--- config.mk ---
export PLATFORM = sky130hd
export DESIGN_NAME = lsu_subword_ctrl
export DESIGN_NICKNAME = d
export VERILOG_FILES = /design/src/rtl/lsu_subword_ctrl.sv
export SDC_FILE = /design/constraint.sdc
export NUM_CORES = 1
export LEC_CHECK = 0
export ABC_CLOCK_PERIOD_IN_PS = 3810
export CAP_MARGIN = 20
export CORE_UTILIZATION = 50
export DETAILED_ROUTE_END_ITERATION = 7
export DONT_BUFFER_PORTS = 1
export PLACE_DENSITY = 0.62
export SYNTH_ARGS = -nofsm -noshare
export SYNTH_HDL_FRONTEND = slang
export SYNTH_SLANG_ARGS = --single-unit
--- constraint.sdc ---
create_clock -name clk -period 3.81 [get_ports clk]
set_input_delay 0.5715 -clock clk [delete_from_list [all_inputs] [get_ports clk]]
set_output_delay 0.5715 -clock clk [all_outputs]
set_load 0.005 [all_outputs]
--- src/rtl/lsu_subword_ctrl.sv ---
// MEM-stage load/store controller in front of a word-wide data memory.
// Extends sub-word loads and turns sb/sh into read-modify-write word cycles.
module lsu_subword_ctrl #(
    parameter int MEM_AW           = 8,
    parameter bit ERR_ON_UNALIGNED = 1'b1
) (
    input  logic        clk,
    input  logic        rst_n,
    input  logic        req_valid,
    output logic        req_ready,
    input  logic        req_we,
    input  logic [2:0]  req_size,
    input  logic [31:0] req_addr,
    input  logic [31:0] req_wdata,
    output logic        resp_valid,
    output logic [31:0] resp_rdata,
    output logic        resp_err,
    output logic [31:0] mem_address,
    output logic [31:0] mem_write_data,
    output logic        mem_memread,
    output logic        mem_memwrite,
    input  logic [31:0] mem_read_data
);

    typedef enum logic [2:0] {
        S_IDLE   = 3'd0,
        S_LD     = 3'd1,
        S_RMW_RD = 3'd2,
        S_WR     = 3'd3,
        S_RESP   = 3'd4
    } state_t;

    state_t      state_r;
    state_t      state_s;
    logic [MEM_AW+1:0] addr_r;
    logic [2:0]  size_r;
    logic [15:0] wdata_r;
    logic [31:0] wr_word_r;
    logic [31:0] rdata_r;
    logic        err_r;

    logic        accept_s;
    logic        illegal_s;
    logic        misal_s;
    logic        error_s;
    logic [31:0] aligned_addr_s;
    logic        unused_addr_s;

    function automatic logic [31:0] extend_load(input logic [31:0] word,
                                                input logic [2:0]  size,
                                                input logic [1:0]  off);
        logic [7:0]  b;
        logic [15:0] h;
        logic [31:0] r;
        b = word[{off, 3'b000} +: 8];
        h = off[1] ? word[31:16] : word[15:0];
        case (size)
            3'b000:  r = {{24{b[7]}}, b};
            3'b100:  r = {24'h000000, b};
            3'b001:  r = {{16{h[15]}}, h};
            3'b101:  r = {16'h0000, h};
            3'b010:  r = word;
            default: r = 32'h00000000;
        endcase
        return r;
    endfunction

    function automatic logic [31:0] merge_store(input logic [31:0] word,
                                                input logic [15:0] wdata,
                                                input logic [1:0]  size,
                                                input logic [1:0]  off);
        logic [31:0] r;
        r = word;
        case (size)
            2'b00:   r[{off, 3'b000} +: 8] = wdata[7:0];
            2'b01:   r[{off[1], 4'b0000} +: 16] = wdata;
            default: r = word;
        endcase
        return r;
    endfunction

    assign accept_s  = req_valid && (state_r == S_IDLE);
    assign illegal_s = (req_size == 3'b011) || (req_size[2:1] == 2'b11) || (req_we && req_size[2]);
    assign misal_s   = ((req_size[1:0] == 2'b01) && req_addr[0]) ||
                       ((req_size[1:0] == 2'b10) && (req_addr[1:0] != 2'b00));
    assign error_s   = illegal_s || (misal_s && ERR_ON_UNALIGNED);
    // Upper address bits alias onto the same words by design.
    assign unused_addr_s = ^req_addr[31:MEM_AW+2];

    // Alignment applied when misaligned accesses are tolerated rather than rejected.
    always_comb begin
        aligned_addr_s = req_addr;
        if (!ERR_ON_UNALIGNED && (req_size[1:0] == 2'b01)) begin
            aligned_addr_s = {req_addr[31:1], 1'b0};
        end else if (!ERR_ON_UNALIGNED && (req_size[1:0] == 2'b10)) begin
            aligned_addr_s = {req_addr[31:2], 2'b00};
        end else begin
            aligned_addr_s = req_addr;
        end
    end

    // State register.
    always_ff @(posedge clk or negedge rst_n) begin
        if (!rst_n) begin
            state_r <= S_IDLE;
        end else begin
            state_r <= state_s;
        end
    end

    // Next-state decode.
    always_comb begin
        state_s = state_r;
        case (state_r)
            S_IDLE: begin
                if (!accept_s) begin
                    state_s = S_IDLE;
                end else if (error_s) begin
                    state_s = S_RESP;
                end else if (!req_we) begin
                    state_s = S_LD;
                end else if (req_size[1:0] == 2'b10) begin
                    state_s = S_WR;
                end else begin
                    state_s = S_RMW_RD;
                end
            end
            S_LD:     state_s = S_RESP;
            S_RMW_RD: state_s = S_WR;
            S_WR:     state_s = S_RESP;
            S_RESP:   state_s = S_IDLE;
            default:  state_s = S_IDLE;
        endcase
    end

    // Request capture, load extension and store-word merge.
    always_ff @(posedge clk or negedge rst_n) begin
        if (!rst_n) begin
            addr_r    <= '0;
            size_r    <= 3'b000;
            wdata_r   <= 16'h0000;
            wr_word_r <= 32'h00000000;
            rdata_r   <= 32'h00000000;
            err_r     <= 1'b0;
        end else if (accept_s) begin
            addr_r    <= aligned_addr_s[MEM_AW+1:0];
            size_r    <= req_size;
            wdata_r   <= req_wdata[15:0];
            wr_word_r <= req_wdata;
            rdata_r   <= 32'h00000000;
            err_r     <= error_s;
        end else if (state_r == S_LD) begin
            rdata_r <= extend_load(mem_read_data, size_r, addr_r[1:0]);
        end else if (state_r == S_RMW_RD) begin
            wr_word_r <= merge_store(mem_read_data, wdata_r, size_r[1:0], addr_r[1:0]);
        end else begin
            rdata_r   <= rdata_r;
            wr_word_r <= wr_word_r;
        end
    end

    assign req_ready      = (state_r == S_IDLE);
    assign resp_valid     = (state_r == S_RESP);
    assign resp_err       = (state_r == S_RESP) && err_r;
    assign resp_rdata     = rdata_r;
    assign mem_memread    = (state_r == S_LD) || (state_r == S_RMW_RD);
    assign mem_memwrite   = (state_r == S_WR);
    assign mem_address    = {{(32-MEM_AW){1'b0}}, addr_r[MEM_AW+1:2]};
    assign mem_write_data = wr_word_r;

endmodule

Yosys cells after proc, flatten, opt, wreduce, memory -nomap -nowiden
Cells that the tools add are included.
{"block": "classes", "n_eq_ne": 14, "n_addsub": 2, "shifts": 5, "n_reduce_logical": 18, "n_mux": 15}
{"op": "$mux W32", "count": 5}
{"op": "$pmux W32 S5", "count": 1}
{"op": "$bwmux W32", "count": 2}
{"op": "$pmux W32 S2", "count": 1}
{"op": "$shift A16 B7 Y32 const A", "count": 1}
{"op": "$shift A8 B7 Y32 const A", "count": 1}
{"op": "$shiftx A16 B7 Y32", "count": 1}
{"op": "$shiftx A32 B6 Y8", "count": 1}
{"op": "$shiftx A8 B7 Y32", "count": 1}
{"op": "$mux W16", "count": 1}
{"op": "$neg A5 Y7", "count": 2}
{"op": "$eq A3 B2 Y1 const B", "count": 4}
{"op": "$eq A3 B3 Y1 const B", "count": 3}
{"op": "$pmux W3 S3", "count": 1}
{"op": "$eq A3 B1 Y1 const B", "count": 2}
{"op": "$logic_not A3 Y1", "count": 2}
{"op": "$mux W3", "count": 2}
{"op": "$reduce_bool A2 Y1", "count": 3}
{"op": "$logic_and A1 B1 Y1", "count": 5}
{"op": "$logic_or A1 B1 Y1", "count": 5}
{"op": "$eq A2 B1 Y1 const B", "count": 2}
{"op": "$eq A2 B2 Y1 const B", "count": 2}
{"op": "$logic_not A2 Y1", "count": 1}
{"op": "$mux W2", "count": 1}
{"op": "4 further kinds", "count": 4}
{"block": "word_totals", "in_bits": 103, "reg_bits": 97, "output_inout_bits": 101}

Longest topological paths before layout
{"block": "logic_depth", "depth_word": 7, "mapped_depth": 10, "mapped_depth_nobuf": 6}

Worst setup path after synthesis
No wires, ideal clock.
{"block": "synth_path", "path_kind": "register to register", "start": "register addr_r[1]", "end": "register wr_word_r[1], in the netlist mem_write_data[1]", "setup_time_ns": 0.082, "stages_incl_launch_ff": 10, "path_slack_ns": 1.174, "arrival_time_ns": 2.555, "period_less_slack_ns": 2.636, "required_ns": 3.728, "path_cell_list": "dfrtp_1 buf_6 clkbuf_1 buf_1 inv_1 ha_1 or4b_1 a211oi_2 nand2_1 a31oi_1"}
{"block": "synth_via", "elab_chain_len": 7, "word_cells_on_any_way": 12}
{"element": "start: declaration", "line": "35", "rtl": "logic [MEM_AW+1:0] addr_r;"}
{"element": "start signal: assignment", "line": "146", "rtl": "addr_r <= aligned_addr_s[MEM_AW+1:0];"}
{"element": "$neg A5 Y7 (on tied branches)", "line": "76, 75"}
{"element": "$shiftx A16 B7 Y32 (tied with other cells)", "line": "76", "rtl": "2'b01: r[{off[1], 4'b0000} +: 16] = wdata;"}
{"element": "$bwmux W32 (on tied branches)", "line": "76, 75"}
{"element": "$pmux W32 S2 (*)", "line": "74", "rtl": "case (size)"}
{"element": "$mux W32 (*)", "line": "154", "rtl": "end else if (state_r == S_RMW_RD) begin"}
{"element": "$mux W32 (*)", "line": "152", "rtl": "end else if (state_r == S_LD) begin"}
{"element": "$mux W32 (*)", "line": "145", "rtl": "end else if (accept_s) begin"}
{"element": "end signal: assignment", "line": "149", "rtl": "wr_word_r <= req_wdata;"}
{"element": "end signal: assignment", "line": "155", "rtl": "wr_word_r <= merge_store(mem_read_data, wdata_r, size_r[1:0], addr_r[1:0]);"}
{"element": "end signal: assignment", "line": "158", "rtl": "wr_word_r <= wr_word_r;"}
{"element": "end: declaration", "line": "38", "rtl": "logic [31:0] wr_word_r;"}
Every way passes the cells marked *; elsewhere a longest branch is shown, timed or not. The select of a mux whose other input is x is not followed.
A chain may end at the register's enable or synchronous reset.

Worst setup path after layout
Ends and elaborated chain as after synthesis.

==> flow_metrics.tcl <==
set metrics [dict create \
    outcome "complete, no violations" \
    crit_path_end_kind "flip-flop" \
    power_frac_comb 0.425 \
    syn_to_final_growth_pct 1.96 \
    io_pins 204 \
    setup_viol 0 \
    insertedDiodeCount 0 \
    fin_ws_ps 1220 \
    p_leak_uw 0.00254 \
    r2r_slack_ps 1220 \
    drive_gt1_frac 0.110 \
    grt_usage 0.278 \
    cp.arrival_ps 2880 \
    cts_max_level 3 \
    die_h_um 106 \
    clk_path_buf_depth 2 \
    grt_pass1_vias 4115 \
    setup_tns_ps 0 \
    fmax_mhz 386 \
    power_density_nw_per_um2 890 \
    ys_ff_latch 97 \
    rsz0062_at_grt "no" \
    avgViaCountPerCell 6.22 \
    grt_pass1_wl_um 23800 \
    drc_errors 0 \
    synth.cell_area_um2 5370 \
    core.rowCount 37 \
    clkPwrFrac 0.149 \
    worst_skew_pair.late_latency_ps 380 \
    crit_required_ps 4100 \
    pre_cts_slack_ps 1260 \
    vias 4305 \
    peakVddDrop_mv 0.322 \
    synth_edf_count 0 \
    skew_ps 16.2 \
    antenna_left 0 \
    globalRouteOverflowTotal 0 \
    fin_crit_sh 0.680 \
    dominantRegCellSynth "dfrtp_1" \
    timing.rr.start "addr_r[1]" \
    initial_core_util 0.517 \
    synth_seq_area_share 0.452 \
    core_um2 10400 \
    dpl.cell_count 675 \
    maxSlewHeadroom 0.291 \
    fin_nets 659 \
    pwr-share-seq 0.426 \
    ys_types 56 \
    hold_viol 0 \
    min_path_type "input pin to asynchronous set/reset pin" \
    period_minus_slack_ps 2590 \
    drt_wl_total_um 15000 \
    ys_warn_count 0 \
    clk_pin_slew_ps 90 \
    crit_chain "buf_4 -> inv_1 -> ha_1 -> or4b_1 -> a211oi_2 -> nand2_1 -> a31oi_1" \
    maxCapViolCount 0 \
    hpwlAfterDp_um 10900 \
    cp-start-kind "flip-flop" \
    synth_area_per_cell_um2 9.20 \
    tightest_slew_ps 1060 \
    drt_iter0_markers 381 \
    die_w_um 106 \
    p_switching_uw 2170 \
    post_drt_wl_per_cell_um 21.6 \
    path_max_fanout 35 \
    cts.repair.resized 0 \
    drtPass1Iterations 5 \
    synth_top_area_share 0.452 \
    worstSetupStartpoint "addr_r[1]" \
    critPathCapture "mem_write_data[1]" \
    async_reset_ff_frac 1.00 \
    port-buffer-count 0 \
    antenna_found_initial 0 \
    cts_tree "built" \
    cts_num_sinks 97 \
    slowest_stage "a211oi_2" \
    switching_share 0.445 \
    root_buffer "clkbuf_8" \
    r2r_end "mem_write_data[1]" \
    dieArea_um2 11200 \
    synth_area_leader_cell "dfrtp_1" \
    max_stage_delay_ps 590 \
    synthTopCellsByArea "dfrtp_1 (45%), nand2_1 (9.2%), buf_4 (4.6%)" \
    crit_type "flip-flop to flip-flop" \
    p_int_uw 2700 \
    place.gp.congestion 0.886 \
    grt_max_degree 98 \
    worst-r2r-cell-count 7 \
    cts_buffers 9 \
    synth_cells 583 \
    stdcell_count 692 \
    drv_slew 0 \
]
==> what timing repair did <==
action | 4_1_cts | 5_1_grt
hold buffers | 1 | 0
endpoints found under the hold margin | 97 | 0
setup buffers | 0 | 0
setup endpoints to repair | 0 | 0
==> layer usage <==
layer / wire, um / vias up / part of all wire / track usage
li1: - / 1962 / - / -
met1: 6430 / 2099 / 0.43 / 0.396
met2: 6720 / 226 / 0.45 / 0.409
met3: 1550 / 18 / 0.10 / 0.0841
met4: 257 / 0 / 0.017 / 0.0813
met5: 0 / - / 0 / 0
==> critical path, delay by kind of cell, from the launching register on <==
family / cells / cell delay [ps]
flops: 1 / 330
buf+inv: 2 / 470
compound gates: 2 / 750
simple gates: 2 / 600
fa+ha+maj: 1 / 350
==> Yosys cell counts (7+ instances only) <==
| library cell | number |
|---|---|
| dfrtp_1 | 97 |
| buf_2 | 8 |
| clkbuf_1 | 22 |
| a31oi_1 | 16 |
| nand3_1 | 23 |
| a221o_1 | 8 |
| a221oi_1 | 16 |
| a221o_2 | 16 |
| buf_4 | 33 |
| a22o_1 | 7 |
| nand2b_1 | 12 |
| nand2_1 | 132 |
| nor2_1 | 19 |
| o21ai_0 | 42 |
| a21o_1 | 21 |
| a22oi_1 | 7 |
| a21oi_1 | 40 |
==> registers in the layout, summed over array words and instances, names as in the netlist <==
| signal | count |
|---|---|
| resp_rdata | 32 |
| err_r | 1 |
| mem_write_data | 32 |
| addr_r | 10 |
| wdata_r | 16 |
| size_r | 3 |
| state_r | 3 |
==> per-stage QoR <==
step	hold slack, ps	area [um^2]	total power [uW]	utilization
2_1_floorplan	276	5450	3680	-
5_1_grt	127	5470	5250	0.528
3_3_place_gp	280	5200	4030	0.502
4_1_cts	137	5470	4880	0.528
3_5_place_dp	279	5230	4130	0.504
6_report	68.3	5470	4870	0.528
==> logic make-up after synthesis <==
kind of cell / count (synthesis) / share of synthesized area
AO/OA/AOI/OAI: 184 / 0.243
flip-flops: 97 / 0.452
buffers and inverters: 78 / 0.0914
other: 1 / 0.000699
XOR/XNOR: 1 / 0.00163
adder cells (fa/ha/maj): 5 / 0.0117
multiplexers: 6 / 0.0138
AND/OR/NAND/NOR: 211 / 0.185
==> power by group through the flow <==
stage	clock network, uW	logic (uW)	registers (uW)
final	725	2070	2080
after global routing	770	2320	2160
after CTS	731	2060	2080
after detailed placement	0	2030	2100
after global placement	0	1940	2090
after floorplan	0	1840	1840
==> how the worst min path moves through the flow <==
stage	startpoint	to	slack, ps	cells past startpoint
after detailed placement	rst_n	resp_rdata[8]	280	0
after floorplan	rst_n	addr_r[0]	280	0
after CTS	rst_n	resp_rdata[8]	140	1
after global placement	rst_n	resp_rdata[14]	280	0
after global routing	rst_n	resp_rdata[8]	130	1
final	rst_n	resp_rdata[14]	70	1
==> layout make-up <==
type	instances	area (um^2)
Clock inverter	6	75.1
Tap cell	136	170
Inverter	4	15.0
Timing Repair Buffer	8	100
Fill cell	999	4900
Clock buffer	10	138
Multi-Input combinational cell	431	2550
Sequential cell	97	2430
==> cell usage in the layout (no fill, tap or decap), types with 2 or more instances in the layout <==
master,count
or2_2,2
a21o_1,21
buf_16,2
buf_4,6
a31oi_1,16
nand2b_1,12
nor3_1,2
a221o_1,8
dfrtp_1,97
nor2_1,18
a22o_1,7
clkinv_4,2
mux2i_1,4
nor2_2,2
nor2b_1,3
nor3b_2,4
nand2_1,132
a21oi_1,40
a221o_2,16
nor4b_4,2
inv_1,4
conb_1,24
a211oi_1,2
a221oi_1,16
o21ai_0,42
clkbuf_8,10
ha_1,5
nand3_1,23
a22oi_1,7
(Power assumes the default switching activity.)
